**src/rtl/alu_div_seq.sv**
```systemverilog
// Sequential restoring divider for MIPS DIV/DIVU: quotient goes to LO and remainder to HI.
// Fixed latency of WIDTH+1 edges from the accept edge, with a start/busy/done handshake.
module alu_div_seq #(
  parameter int WIDTH = 32
) (
  input  logic             clk,
  input  logic             rst_n,
  input  logic             start,
  input  logic             signed_op,
  input  logic [WIDTH-1:0] A,
  input  logic [WIDTH-1:0] B,
  output logic             busy,
  output logic             done,
  output logic [WIDTH-1:0] quotient,
  output logic [WIDTH-1:0] remainder,
  output logic             div_by_zero,
  output logic             overflow,
  output logic [1:0]       state_dbg
);

  // Handshake: start is sampled only in IDLE. busy is high from the accept edge
  // until the completion edge. done is a one-cycle pulse on that completion edge,
  // and the results stay valid and held until the next completion.
  typedef enum logic [1:0] {IDLE = 2'd0, CALC = 2'd1, FIX = 2'd2} state_t;

  localparam int CW = $clog2(WIDTH);

  state_t           state;
  logic [CW-1:0]    cnt;
  logic [WIDTH-1:0] prem;
  logic [WIDTH-1:0] dvd;
  logic [WIDTH-1:0] dvs;
  logic [WIDTH-1:0] a_orig;
  logic             q_neg;
  logic             r_neg;
  logic             dz_r;
  logic             ov_r;

  logic [WIDTH-1:0] a_mag;
  logic [WIDTH-1:0] b_mag;
  logic [WIDTH-1:0] min_neg;
  logic [WIDTH:0]   shifted;
  logic [WIDTH:0]   trial;
  logic [WIDTH-1:0] q_fin;
  logic [WIDTH-1:0] r_fin;

  assign min_neg = {1'b1, {(WIDTH-1){1'b0}}};
  assign a_mag   = (signed_op && A[WIDTH-1]) ? -A : A;
  assign b_mag   = (signed_op && B[WIDTH-1]) ? -B : B;

  // The partial remainder is always below the divisor, so WIDTH+1 bits hold the shifted value.
  assign shifted = {prem, dvd[WIDTH-1]};
  assign trial   = shifted - {1'b0, dvs};

  assign q_fin = q_neg ? -dvd : dvd;
  assign r_fin = r_neg ? -prem : prem;

  assign state_dbg = state;

  always_ff @(posedge clk or negedge rst_n) begin
    if (!rst_n) begin
      state       <= IDLE;
      cnt         <= '0;
      prem        <= '0;
      dvd         <= '0;
      dvs         <= '0;
      a_orig      <= '0;
      q_neg       <= 1'b0;
      r_neg       <= 1'b0;
      dz_r        <= 1'b0;
      ov_r        <= 1'b0;
      busy        <= 1'b0;
      done        <= 1'b0;
      quotient    <= '0;
      remainder   <= '0;
      div_by_zero <= 1'b0;
      overflow    <= 1'b0;
    end else begin
      done <= 1'b0;
      case (state)
        IDLE: begin
          if (start) begin
            dvd    <= a_mag;
            dvs    <= b_mag;
            a_orig <= A;
            q_neg  <= signed_op & (A[WIDTH-1] ^ B[WIDTH-1]);
            r_neg  <= signed_op & A[WIDTH-1];
            dz_r   <= (B == '0);
            ov_r   <= signed_op && (A == min_neg) && (B == '1);
            prem   <= '0;
            cnt    <= '0;
            busy   <= 1'b1;
            state  <= CALC;
          end
        end
        CALC: begin
          if (!trial[WIDTH]) begin
            prem <= trial[WIDTH-1:0];
            dvd  <= {dvd[WIDTH-2:0], 1'b1};
          end else begin
            prem <= shifted[WIDTH-1:0];
            dvd  <= {dvd[WIDTH-2:0], 1'b0};
          end
          cnt <= cnt + CW'(1);
          if (cnt == CW'(WIDTH-1)) state <= FIX;
        end
        FIX: begin
          // Divide-by-zero results are fixed values rather than whatever the iteration produced.
          quotient    <= dz_r ? '1 : q_fin;
          remainder   <= dz_r ? a_orig : r_fin;
          div_by_zero <= dz_r;
          overflow    <= ov_r;
          done        <= 1'b1;
          busy        <= 1'b0;
          state       <= IDLE;
        end
        default: state <= IDLE;
      endcase
    end
  end

endmodule
```
**config.mk**
```make
export PLATFORM = sky130hd
export DESIGN_NAME = alu_div_seq
export DESIGN_NICKNAME = d
export VERILOG_FILES = /design/src/rtl/alu_div_seq.sv
export SDC_FILE = /design/constraint.sdc
export NUM_CORES = 1
export LEC_CHECK = 0
export CAP_MARGIN = 20
export CORE_ASPECT_RATIO = 1.1
export CORE_UTILIZATION = 59
export CTS_BUF_LIST = sky130_fd_sc_hd__clkbuf_4 sky130_fd_sc_hd__clkbuf_8
export CTS_CLUSTER_SIZE = 8
export DETAILED_ROUTE_END_ITERATION = 10
export PLACE_DENSITY = 0.83
export SLEW_MARGIN = 5
export SYNTH_ARGS = -nofsm -noshare
export SYNTH_HDL_FRONTEND = slang
export SYNTH_SLANG_ARGS = --single-unit
```
**constraint.sdc**
```tcl
create_clock -name clk -period 3.85 [get_ports clk]
set_clock_uncertainty 0.1 [all_clocks]
set_input_delay 0.385 -clock clk [delete_from_list [all_inputs] [get_ports clk]]
set_output_delay 0.385 -clock clk [all_outputs]
set_load 0.01 [all_outputs]
```
# Yosys cells after proc, flatten, opt, wreduce, memory -nomap -nowiden
# Cells that the tools add are included.
# totals
ff_bits	207
input_bits	68
out_inout_bits	70
elab_cells	64
# op_classes
add_sub_neg	6
eq_ne	7
muxes	20
bitwise	3
reduce_logical	12
# op_table
operator	count
32-bit two-way mux	9
32-bit negation	4
32-bit one-hot mux with 2 select lines	2
32-bit equality test, second input constant	2
33-bit by 32-bit subtractor with 33-bit output	1
32-bit zero test	1
5-bit one-hot mux with 2 select lines	1
2-bit AND reduction	4
5-bit by 1-bit adder with 5-bit output, second input constant	1
5-bit equality test, second input constant	1
5-bit two-way mux	1
1-bit logical AND	4
2-bit two-way mux	2
2-bit inequality test, second input constant	2
2-bit one-hot mux with 2 select lines	1
2-bit nonzero test	2
1-bit two-way mux	3
1-bit AND	2
2-bit by 1-bit equality test with 1-bit output, second input constant	1
2-bit equality test, second input constant	1
2-bit zero test	1
1-bit one-hot mux with 2 select lines	1
1-bit XOR	1

# Longest topological paths before layout
# depth
depth_word	4
ltp_mapped	13
depth_no_buf	12

# Worst setup path before layout
# Ideal clock, no wire load.
# synth_path
path_type	register to register
from	reg prem[6]
to	reg prem[31]
setup_time_ns	0.134
arrival_ns	2.975
t_required_ns	3.616
path_slack_ns	0.640
path_stages_with_launch	12
n_path_buf	1
period_less_slack_ns	3.210
cell_sequence	dfrtp_1 ha_1 a211o_1 o221ai_1 a21oi_1 a32o_1 o31ai_4 mux2i_1 nor2_4 buf_4 a32oi_1 o211ai_1
# synth_between
elab_chain_cells	3
# synth_lines
item	line	text
from (decl)	30	logic [WIDTH-1:0] prem;
from (signal assigned)	98	prem <= trial[WIDTH-1:0];
from (signal assigned)	101	prem <= shifted[WIDTH-1:0];
33-bit by 32-bit subtractor with 33-bit output	53	assign trial = shifted - {1'b0, dvs};
32-bit two-way mux	97	if (!trial[WIDTH]) begin
32-bit one-hot mux with 2 select lines	80	case (state)
# No other way between the ends.
# A chain may end at the register's enable or synchronous reset.

# Worst setup path after layout
# layout_path
from	reg dvd[31]
to	reg prem[16]
# layout_between
elab_chain_cells	3
# layout_lines
item	line	text
from (decl)	31	logic [WIDTH-1:0] dvd;
from (signal assigned)	83	dvd <= a_mag;
from (signal assigned)	99	dvd <= {dvd[WIDTH-2:0], 1'b1};
from (signal assigned)	102	dvd <= {dvd[WIDTH-2:0], 1'b0};
33-bit by 32-bit subtractor with 33-bit output	53	
32-bit two-way mux	97	
32-bit one-hot mux with 2 select lines	80	
# No other way between the ends.

==> metrics.txt <==
status=finished, final reports clean; register bit total from synthesis=slightly above 200; CP max stage cell=or4_1; CP Launch Type=flop; post-route cell area=between 0.01 and 0.015 mm^2; Mapped Cells=~1500; final setup fails=0; area grow syn2layout=19.12%; share of the synthesized area in the top cell type=about 41%; crit path DAT=slightly below 4 ns; CTS tree=yes; Most used DFF post-synth=dfrtp_1; crit-path cells=inv_1 -> ha_1 -> fa_1 -> nor2b_1 -> o31ai_2 -> a21oi_2 -> a32o_1 -> o31ai_4 -> mux2i_1 -> buf_4 -> or2_1 -> or4_1 -> nand3_1; Port Buf Inserts=~140; Vias=11144; Initial Utilization=about three fifths; core footprint=a little over 0.02 mm^2; Skew-Pair Late Insertion Delay=0.53 ns; Leak Pwr=0.006474 uW; HPWL after DPL=23430 um; P_sw=roughly 5600 uW; GRT overflow=0; busiest grt layer=met2; layout net count=1717; antenna violations before repair=0; slowest cell delay on critical path=0.52 ns; Crit Path Max Fanout=12; RSZ-0062 raised after global routing=no; worst hold path class=flop to flop; non-filler instance count after layout=between 1500 and 2000; reg2reg path depth=13; Post-DRT Antenna Nets=0; worst slew pin tran=between 0.9 and 1 ns; fill count=1574; io pins=138; top cells by area, synth=dfrtp_1 (41%), nand2_1 (7.8%), xor2_1 (7.0%), o21ai_0 (6.6%), a21oi_1 (4.3%); Peak VDD IR=0.3551 mV; H-tree depth=2; CTS sink count=roughly 210; kind of critical path=flop to flop; Clock Path Buffers=3; area of the multi-input gates=roughly 0.0069 mm^2; Post-Route Setup TNS=0 ns; Mapped Avg Cell Area=roughly 8.5 um^2; period utilization=around 92%; Period minus WS final=approximately 3.5 ns; Max Cap Viol=0; sequential share of the synthesized area=around 41%; Worst slew margin=approximately a third; clk slew on worst S/H paths=around 0.06 ns; fin. max-slew vios=0; Hold WS=~0.38 ns; Setup crit end kind=flop; clock share of power=between 10% and 20%; root buf cell=clkbuf_8; Power Internal=slightly above 7000 uW; number of flops mapped to enable cells by yosys=0; vias in the first global route=10874; met2 global-route usage=~52%; Total Routed Length=approximately 32000 um; die area=about 0.022 mm^2; post-synthesis cell area=between 0.01 and 0.015 mm^2; sw frac=approximately 44%; Final Hold Viols=0; Die H=roughly 160 um; WL per Instance=approximately 17 um; DR pass1 iterations=5; Combinational Power Share=a little over half; worst path required time=4.21 ns; Mapped Nets=1596; register area=0.005181 mm^2; sequential power share=between 30 and 40%; # DRC=0; hold path cells=2; max frequency=about 0.28 GHz; synth unique cells=a little over 60; Setup Buffers After CTS=0; GPL Wtd Cong=roughly 0.91; placed insts=approximately 1900; met3 Resource Use GR=between 5 and 6%; Via density=just under 6; power per cell area=approximately 850 mW/mm^2; first-pass GRT wire length=approximately 53000 um; row count=55; Yosys warnings=0; Initial DRC Count=719; Post-DP Area=0.01428 mm^2; pin count of the biggest net entering global routing=129; fraction of registers with async set or reset after synthesis=100.0%; fraction of layout cells with a size suffix above 1=6.622%; Die W=about 140 um; Num CTS Buffers=35; Total GRT Usage=a little under a third; Ant. Diodes=0; M1 GR Usage=38.07%; Yosys top cell by area=dfrtp_1
-- power by group through the flow --
stage	clock network [uW]	registers [uW]	logic, uW
finish	2000	3920	6890
floorplan	0	3640	5240
global placement	0	3880	6630
global route	2130	4030	7710
detailed placement	0	3920	6820
CTS	2020	3890	6860
-- area by class of cell --
type,count,share of cell area [%]
Multi-Input combinational cell,1151,46.33
Sequential cell,207,34.54
Timing Repair Buffer,164,10.79
Clock buffer,57,4.605
Tap cell,285,2.377
Inverter,50,1.251
Clock inverter,2,0.1084
-- cell usage in the layout (no fill, tap or decap), drive strengths merged, types with 2 or more instances in the layout --
cell type / instances
a211oi: 4
a21o: 21
a21oi: 107
a221o: 2
a22o: 4
a22oi: 23
a311oi: 3
a31o: 3
a31oi: 7
a32oi: 9
and2: 5
and3: 5
and4: 3
buf: 26
clkbuf: 58
clkdlybuf4s50: 136
dfrtp: 207
ha: 39
inv: 50
mux2i: 25
nand2: 261
nand2b: 17
nand3: 10
nand4: 15
nor2: 100
nor2b: 9
nor3: 20
nor4: 15
o211ai: 5
o21a: 6
o21ai: 181
o22ai: 14
o31ai: 29
o41ai: 19
or2: 7
or3: 14
or4: 13
xnor2: 45
xor2: 100
-- path summary, 6_finish.rpt --
path	start	endpoint	slack [ns]
max in group asynchronous	rst_n	dvs[2]$_DFFE_PN0P_	2.17
min in group asynchronous	rst_n	quotient[7]$_DFFE_PN0P_	0.47
hold reg to reg	div_by_zero$_DFFE_PN0P_	div_by_zero$_DFFE_PN0P_	0.38
hold / removal	div_by_zero$_DFFE_PN0P_	div_by_zero$_DFFE_PN0P_	0.38
setup / recovery	dvd[31]$_DFFE_PN0P_	prem[16]$_DFFE_PN0P_	0.30
setup reg to reg	dvd[31]$_DFFE_PN0P_	prem[16]$_DFFE_PN0P_	0.30
-- registers in the layout, summed over array words and instances (netlist names), 2 cells and up --
name and cells:
state_dbg 2, cnt 5, dvd 32, remainder 32, prem 32, quotient 32, dvs 32, a_orig 32
-- stage by stage --
step	worst slack, ns	total power (uW)	util [%]
finish	0.3022	12810	72.41
global route	0.1000	13860	72.41
CTS	0.2080	12780	72.40
detailed placement	0.2368	10740	68.93
global placement	0.3247	10520	68.93
floorplan	0.6402	8887	-
-- cell usage after synthesis, drive strengths merged, types with 15 or more instances --
cell    number
nand4       15
inv         49
nor4        15
dfrtp      207
o41ai       19
o31ai       29
nand2b      17
mux2i       25
nor2       100
xnor2       45
nor3        20
a22oi       23
a21oi      107
ha          39
nand2      261
a21o        21
clkbuf      71
xor2       100
o21ai      181
-- repair_timing --
action / 4_1_cts / 5_1_grt
endpoints found under the setup margin: 0 / 2
hold buffers: 1 / 0
hold endpoints to repair: 113 / 0
gates resized for setup: 0 / 1
-- kinds of logic (layout without fill, tap and decap cells) --
| kind of cell | Yosys count | in the layout | synth area share, % |
|---|---|---|---|
| AO/OA/AOI/OAI | 444 | 444 | 21.17 |
| XOR/XNOR | 145 | 145 | 10.09 |
| adder cells (fa/ha/maj) | 40 | 40 | 4.034 |
| buffers and inverters | 130 | 273 | 3.974 |
| flip-flops | 207 | 207 | 41.14 |
| multiplexers | 26 | 26 | 2.077 |
| AND/OR/NAND/NOR | 496 | 496 | 17.52 |
-- critical path: cells and delay by family (launching register included) --
family	cells	cell delay (ns)
adder cells (fa/ha/maj)	2	0.63
AND/OR/NAND/NOR	4	1.23
AO/OA/AOI/OAI	4	0.76
flip-flops	1	0.38
buffers and inverters	2	0.26
multiplexers	1	0.13
-- routing by layer --
metal / share of wire [%] / routed length, um
met5: 0 / 0
met4: 3.2 / 1017
met3: 5.8 / 1868
met2: 49 / 15730
met1: 42 / 13490
Power figures use the tool's default switching activity.
==> variant 1: new RTL, same settings <==
Register the inputs `start`, `signed_op`, `A` and `B` before use, with the module's reset. The logic sees them one clock later. Comments in the files are not updated.
--- a/src/rtl/alu_div_seq.sv
+++ b/src/rtl/alu_div_seq.sv
@@ -25,6 +25,25 @@
 
   localparam int CW = $clog2(WIDTH);
 
+  logic start_q;
+  logic signed_op_q;
+  logic [WIDTH-1:0] A_q;
+  logic [WIDTH-1:0] B_q;
+
+  always_ff @(posedge clk or negedge rst_n) begin
+    if (!rst_n) begin
+      start_q     <= '0;
+      signed_op_q <= '0;
+      A_q         <= '0;
+      B_q         <= '0;
+    end else begin
+      start_q     <= start;
+      signed_op_q <= signed_op;
+      A_q         <= A;
+      B_q         <= B;
+    end
+  end
+
   state_t           state;
   logic [CW-1:0]    cnt;
   logic [WIDTH-1:0] prem;
@@ -45,8 +64,8 @@
   logic [WIDTH-1:0] r_fin;
 
   assign min_neg = {1'b1, {(WIDTH-1){1'b0}}};
-  assign a_mag   = (signed_op && A[WIDTH-1]) ? -A : A;
-  assign b_mag   = (signed_op && B[WIDTH-1]) ? -B : B;
+  assign a_mag   = (signed_op_q && A_q[WIDTH-1]) ? -A_q : A_q;
+  assign b_mag   = (signed_op_q && B_q[WIDTH-1]) ? -B_q : B_q;
 
   // The partial remainder is always below the divisor, so WIDTH+1 bits hold the shifted value.
   assign shifted = {prem, dvd[WIDTH-1]};
@@ -79,14 +98,14 @@
       done <= 1'b0;
       case (state)
         IDLE: begin
-          if (start) begin
+          if (start_q) begin
             dvd    <= a_mag;
             dvs    <= b_mag;
-            a_orig <= A;
-            q_neg  <= signed_op & (A[WIDTH-1] ^ B[WIDTH-1]);
-            r_neg  <= signed_op & A[WIDTH-1];
-            dz_r   <= (B == '0);
-            ov_r   <= signed_op && (A == min_neg) && (B == '1);
+            a_orig <= A_q;
+            q_neg  <= signed_op_q & (A_q[WIDTH-1] ^ B_q[WIDTH-1]);
+            r_neg  <= signed_op_q & A_q[WIDTH-1];
+            dz_r   <= (B_q == '0);
+            ov_r   <= signed_op_q && (A_q == min_neg) && (B_q == '1);
             prem   <= '0;
             cnt    <= '0;
             busy   <= 1'b1;
Check against the original RTL: not equivalent (Yosys sat finds a counterexample within 4 cycles, from zero or initial values and one cycle with rst_n low).
==> variant 1 against the original RTL <==
- area after synthesis up 14%
- final cell count up 6.1%
- routed wire length up 16%
- total power up 13%
- worst setup slack better by 0.059 ns
- synthesized cell count up 6.5%
- cell area up 13%
- sequential cell count up 66
- sequential power up 22%
- count of clock-buffer cells in the layout up 10
- sequential share of layout area up 5.9 points
- utilization down 1.4 points
- critical path type unchanged
- critical endpoint is now prem[20]$_DFFE_PN0P_
- largest cell class unchanged
- largest power group unchanged
==> variant 1: results (changes against the original RTL) <==
| Metric | Value |
|---|---|
| Outcome | `complete, no violations` |
| Crit path DAT | `3.81 ns (-0.10 ns)` |
| Max FO, Critical Path | `49 (+37)` |
| Leakage | `0.007384 µW (+14%)` |
| Max VDD drop | `0.5446 mV (+53%)` |
| Synth top area cells | `dfrtp_1 (48%), nand2_1 (7.1%), o21ai_0 (5.4%)` |
| Layout cells sized above 1 | `6.543% (-0.079 points)` |
| Wirelength per Cell | `18.35 µm (+9.5%)` |
| Antenna cells | `0 (unchanged)` |
| H-tree depth | `2 (unchanged)` |
| Post-CTS setup buffers | `0 (unchanged)` |
| Synth unique cells | `67 (+9.8%)` |
| Inserted Clock Buffers | `45 (+29%)` |
| Initial antenna violation count | `0 (unchanged)` |
| DRT Pass-1 Iters | `5 (unchanged)` |
| Internal power | `8261 µW (+14%)` |
| Latest clock arrival within the worst-skew pair | `0.56 ns (+0.03 ns)` |
| CP max stage delay | `0.46 ns (-0.06 ns)` |
| All-layer global routing usage | `30.77% (+0.58 points)` |
| First-pass GRT wire length | `59,590 µm (+12%)` |
| Nets | `1,812 (+5.5%)` |
| PortBufs | `137 (unchanged)` |
| Clock buffer depth | `3 (unchanged)` |
| Largest net degree at the start of global routing | `123 (-4.7%)` |
| Most frequent cells after synthesis | `dfrtp_1 (273), nand2_1 (272), o21ai_0 (154), a21oi_1 (119), nor2_1 (110)` |
| CTS root buf | `clkbuf_8` |
| GPL Wtd Cong | `0.9943 (+9.1%)` |
| Critical-path top delay cell | `a2111o_1` |
| Area of placed instances | `16,000 µm² (+12%)` |
| Hold crit path type | `primary input to flop` |
| Max cap viols | `0 (unchanged)` |
| Synth warn | `0 (unchanged)` |
| Fraction of registers with async set/reset | `100.0% (unchanged)` |
| Commonest register cell after synthesis | `dfrtp_1` |
| Syn_nets | `1,692 (+6.0%)` |
| Slew margin rel. | `27.73% (-6.4 points)` |
| Initial DRC Count | `877 (+22%)` |
| CTS Hold Bufs | `1 (unchanged)` |
| # resized after CTS | `0 (unchanged)` |
| Sequential area share after synthesis | `47.73% (+6.6 points)` |
| Dpl hpwl | `26,720 µm (+14%)` |
| Clk slew on worst S/H paths | `0.06 ns (about the same)` |
| DR vias | `12,170 (+9.2%)` |
-- variant 1: worst paths after layout --
kind                                      from  slack (ns)                      to  cells after the start
max in group asynchronous                rst_n        2.23        dz_r$_DFFE_PN0P_                      3
hold / removal                            B[9]        0.16        B_q[9]$_DFF_PN0_                      1
hold reg to reg               busy$_DFFE_PN0P_        0.37        busy$_DFFE_PN0P_                      2
min in group asynchronous                rst_n        0.40  a_orig[13]$_DFFE_PN0P_                      2
setup reg to reg           prem[4]$_DFFE_PN0P_        0.36    prem[20]$_DFFE_PN0P_                     10
setup / recovery           prem[4]$_DFFE_PN0P_        0.36    prem[20]$_DFFE_PN0P_                     10
-- variant 1: per-stage QoR --
step / std cells / setup WS (ns) / hold slack, ns
finish: 2032 / 0.3611 / 0.1638
global route: 2032 / 0.1770 / 0.1446
CTS: 2032 / 0.4059 / 0.1394
detailed placement: 1961 / 0.4056 / 0.3579
global placement: 1960 / 0.5481 / 0.3525
floorplan: 1584 / 0.8345 / -0.01059
-- variant 1: final cells by class --
type	count	area (µm²)
Sequential cell	273	6833
Inverter	54	202.7
Clock inverter	3	18.77
Multi-Input combinational cell	1172	7002
Timing Repair Buffer	158	1594
Tap cell	305	381.6
Clock buffer	67	847.1
Fill cell	1797	6892
-- variant 1: metal layers --
layer  wire length, µm  vias to the layer above  track usage (%)
li1                  -                     5782                -
met1             14960                     5830            37.76
met5                 0                        -                0
met2             18810                      443            53.44
met3              2020                      111            4.341
met4              1494                        0            14.51
-- variant 1: critical path, delay by kind of cell (launching register included) --
kind | cells | cell delay, ns
buf+inv | 1 | 0.29
mux | 1 | 0.20
simple gates | 2 | 0.39
xor+xnor | 1 | 0.42
flops | 1 | 0.43
compound gates | 4 | 1.10
fa+ha+maj | 1 | 0.41
-- variant 1: logic make-up (layout without fill, tap and decap cells) --
family | count (synthesis) | count (layout) | synth area share, %
mux | 14 | 14 | 0.9790
compound gates | 430 | 430 | 18.28
flops | 273 | 273 | 47.73
simple gates | 542 | 542 | 16.87
buf+inv | 139 | 282 | 3.663
fa+ha+maj | 40 | 40 | 3.549
xor+xnor | 146 | 146 | 8.934
-- variant 1: power groups by stage --
stage               clock [µW]  sequential, µW  combinational [µW]
CTS                       2540            4770                7180
global route              2670            4910                8060
floorplan                    0            4450                5450
global placement             0            4760                6940
finish                    2500            4790                7200
detailed placement           0            4800                7140
==> variant 2: new RTL, same flow settings <==
Made on the original files. Make the reset (`rst_n`) synchronous in one clocked block.
--- a/src/rtl/alu_div_seq.sv
+++ b/src/rtl/alu_div_seq.sv
@@ -57,7 +57,7 @@
 
   assign state_dbg = state;
 
-  always_ff @(posedge clk or negedge rst_n) begin
+  always_ff @(posedge clk) begin
     if (!rst_n) begin
       state       <= IDLE;
       cnt         <= '0;
Behaviour: differs if rst_n is asserted again (counterexample within 4 cycles, from zero or initial values and one cycle with rst_n low); with rst_n held inactive, the same outputs for 10 cycles.
==> variant 2 against the original RTL <==
- routed wire length is 8.8% higher
- sequential cell count unchanged
- maximum frequency increased by 3.7%
- worst setup slack improved by 0.13 ns
- first-iteration DRC count grew 51%
- area after synthesis shrank 1.3%
- cell area is 2.3% lower
- critical path type unchanged
Power is not compared: it rests on default switching activity, and its combinational part moved more than twofold at a synthesized area within 25%.
==> variant 2: results (changes against the original RTL) <==
| Metric | Value |
|---|---|
| Outcome | `complete, no violations` |
| Synth top area cells | `dfxtp_1 (33%), nand2_1 (8.1%), o21ai_0 (5.9%)` |
| Crit path DAT | `3.72 ns (-0.19 ns)` |
| Area of placed instances | `13,920 µm² (-2.5%)` |
| Leakage | `0.005677 µW` |
| Syn_nets | `1,676 (+5.0%)` |
| Critical-path top delay cell | `nor4b_1` |
| Hold crit path type | `primary input to flop` |
| GR Util met3 | `4.923% (-0.13 points)` |
| H-tree depth | `2 (unchanged)` |
| Clk slew on worst S/H paths | `0.06 ns (about the same)` |
| Layout cells sized above 1 | `5.945% (-0.68 points)` |
| Antenna cells | `0 (unchanged)` |
| Latest clock arrival within the worst-skew pair | `0.52 ns` |
| Most frequent cells after synthesis | `nand2_1 (267), dfxtp_1 (207), o21ai_0 (146), clkbuf_1 (85), xor2_1 (79)` |
| Nets | `1,769 (+3.0%)` |
| R2r setup slk | `0.43 ns (+0.13 ns)` |
| Post-CTS setup buffers | `0 (unchanged)` |
| Slew margin rel. | `29.84% (-4.2 points)` |
| Critical R2R Capture | `prem[13]$_SDFFE_PN0P_` |
| CTS root buf | `clkbuf_8` |
| Clock buffer depth | `3 (unchanged)` |
| PortBufs | `137 (unchanged)` |
| First-pass GRT wire length | `56,840 µm (+7.1%)` |
| Synth warn | `0 (unchanged)` |
| Initial DRC Count | `1,084 (+51%)` |
| Top delay family on crit path | `compound AO/OA/AOI/OAI gates` |
| Vias in the first global route | `11,150 (+2.5%)` |
| Met1 Use GR | `39.52% (+1.4 points)` |
| Dpl hpwl | `25,390 µm (+8.3%)` |
| All-layer global routing usage | `32.49% (+2.3 points)` |
| Largest net degree at the start of global routing | `113 (-12%)` |
| WL final | `34,930 µm (+8.8%)` |
| Reg-to-reg critical path startpoint | `dvd[31]$_SDFFE_PN0P_` |
| Sequential area share after synthesis | `33.36% (-7.8 points)` |
| Synth unique cells | `64 (+4.9%)` |
| GR Layer Usage met2 | `55.14% (+3.2 points)` |
| Worst Reg-to-Reg Cells | `13 (unchanged)` |
| Hold Path Stages | `2 (unchanged)` |
| Worst min-delay path startpoint | `rst_n` |
| DR vias | `11,880 (+6.6%)` |
| CP max stage delay | `0.41 ns (-0.11 ns)` |
| Fraction of registers with async set/reset | `0% (-100 points)` |
| GPL Wtd Cong | `0.9454 (+3.7%)` |
| Min-Delay Endpoint | `state_dbg[0]$_SDFFE_PN0P_` |
| Max FO, Critical Path | `36 (+24)` |
| Initial antenna violation count | `0 (unchanged)` |
| # resized after CTS | `0 (unchanged)` |
| Inserted Clock Buffers | `37 (+5.7%)` |
| Max VDD drop | `~0.38 mV` |
| DRT Pass-1 Iters | `8 (+3)` |
==> variant 2: changes by cell type after synthesis, moves of 33 or more <==
cell,unedited run,this run
dfxtp_1,0,207
nor2b_1,9,43
nor2_1,98,65
a21oi_1,107,71
dfrtp_1,207,0
a21boi_0,1,67
==> variant 2: power breakdown <==
| group | switching, µW | internal [µW] |
|---|---|---|
| registers | 178 | 2270 |
| clock network | 879 | 1150 |
| logic | 1490 | 1150 |
| total | 2540 | 4580 |
==> variant 2: layout make-up <==
cell class,instances,area (µm²)
tap,256,320.3
multi-input combinational,1208,7715
timing repair buffer,157,1556
clock buffer,56,701.9
inverter,50,187.7
clock inverter,4,25.02
sequential,207,4145
fill,1710,5924
==> variant 2: logic make-up (layout without fill, tap and decap cells) <==
group,Yosys count,after routing,synth area share [%]
xor gates and xnor gates,140,140,9.870
muxes,33,33,2.669
buffers and inverters,153,267,4.673
DFF,207,207,33.36
adders and majority gates,40,40,4.089
AOI/OAI and AO/OA,452,452,24.65
and+or+nand+nor,543,543,20.70
==> variant 2: worst max path at each step <==
stage / start / end / slack [ns] / cells past startpoint
2_1_floorplan: dvd[31]$_SDFFE_PN0P_ / prem[18]$_SDFFE_PN0P_ / 0.55 / 14
3_3_place_gp: A[10] / dvd[30]$_SDFFE_PN0P_ / 0.34 / 10
3_5_place_dp: A[10] / dvd[30]$_SDFFE_PN0P_ / 0.18 / 10
4_1_cts: dvd[31]$_SDFFE_PN0P_ / prem[1]$_SDFFE_PN0P_ / 0.47 / 13
5_1_grt: dvd[31]$_SDFFE_PN0P_ / prem[13]$_SDFFE_PN0P_ / 0.22 / 13
6_report: dvd[31]$_SDFFE_PN0P_ / prem[13]$_SDFFE_PN0P_ / 0.43 / 13
==> variant 2: per-layer routing <==
layer	routed length [µm]	up-vias
met2	16620	498
met3	2466	100
met4	1781	0
li1	-	5771
met1	14070	5511
met5	0	-
==> variant 2: metrics by stage <==
| step | std cells | worst slack (ns) | hold slack (ns) |
|---|---|---|---|
| global route | 1938 | 0.2174 | 0.3160 |
| global placement | 1877 | 0.3392 | 0.3516 |
| detailed placement | 1877 | 0.1844 | 0.3590 |
| finish | 1938 | 0.4303 | 0.3010 |
| CTS | 1937 | 0.4666 | 0.2873 |
| floorplan | 1568 | 0.5508 | 0.3410 |
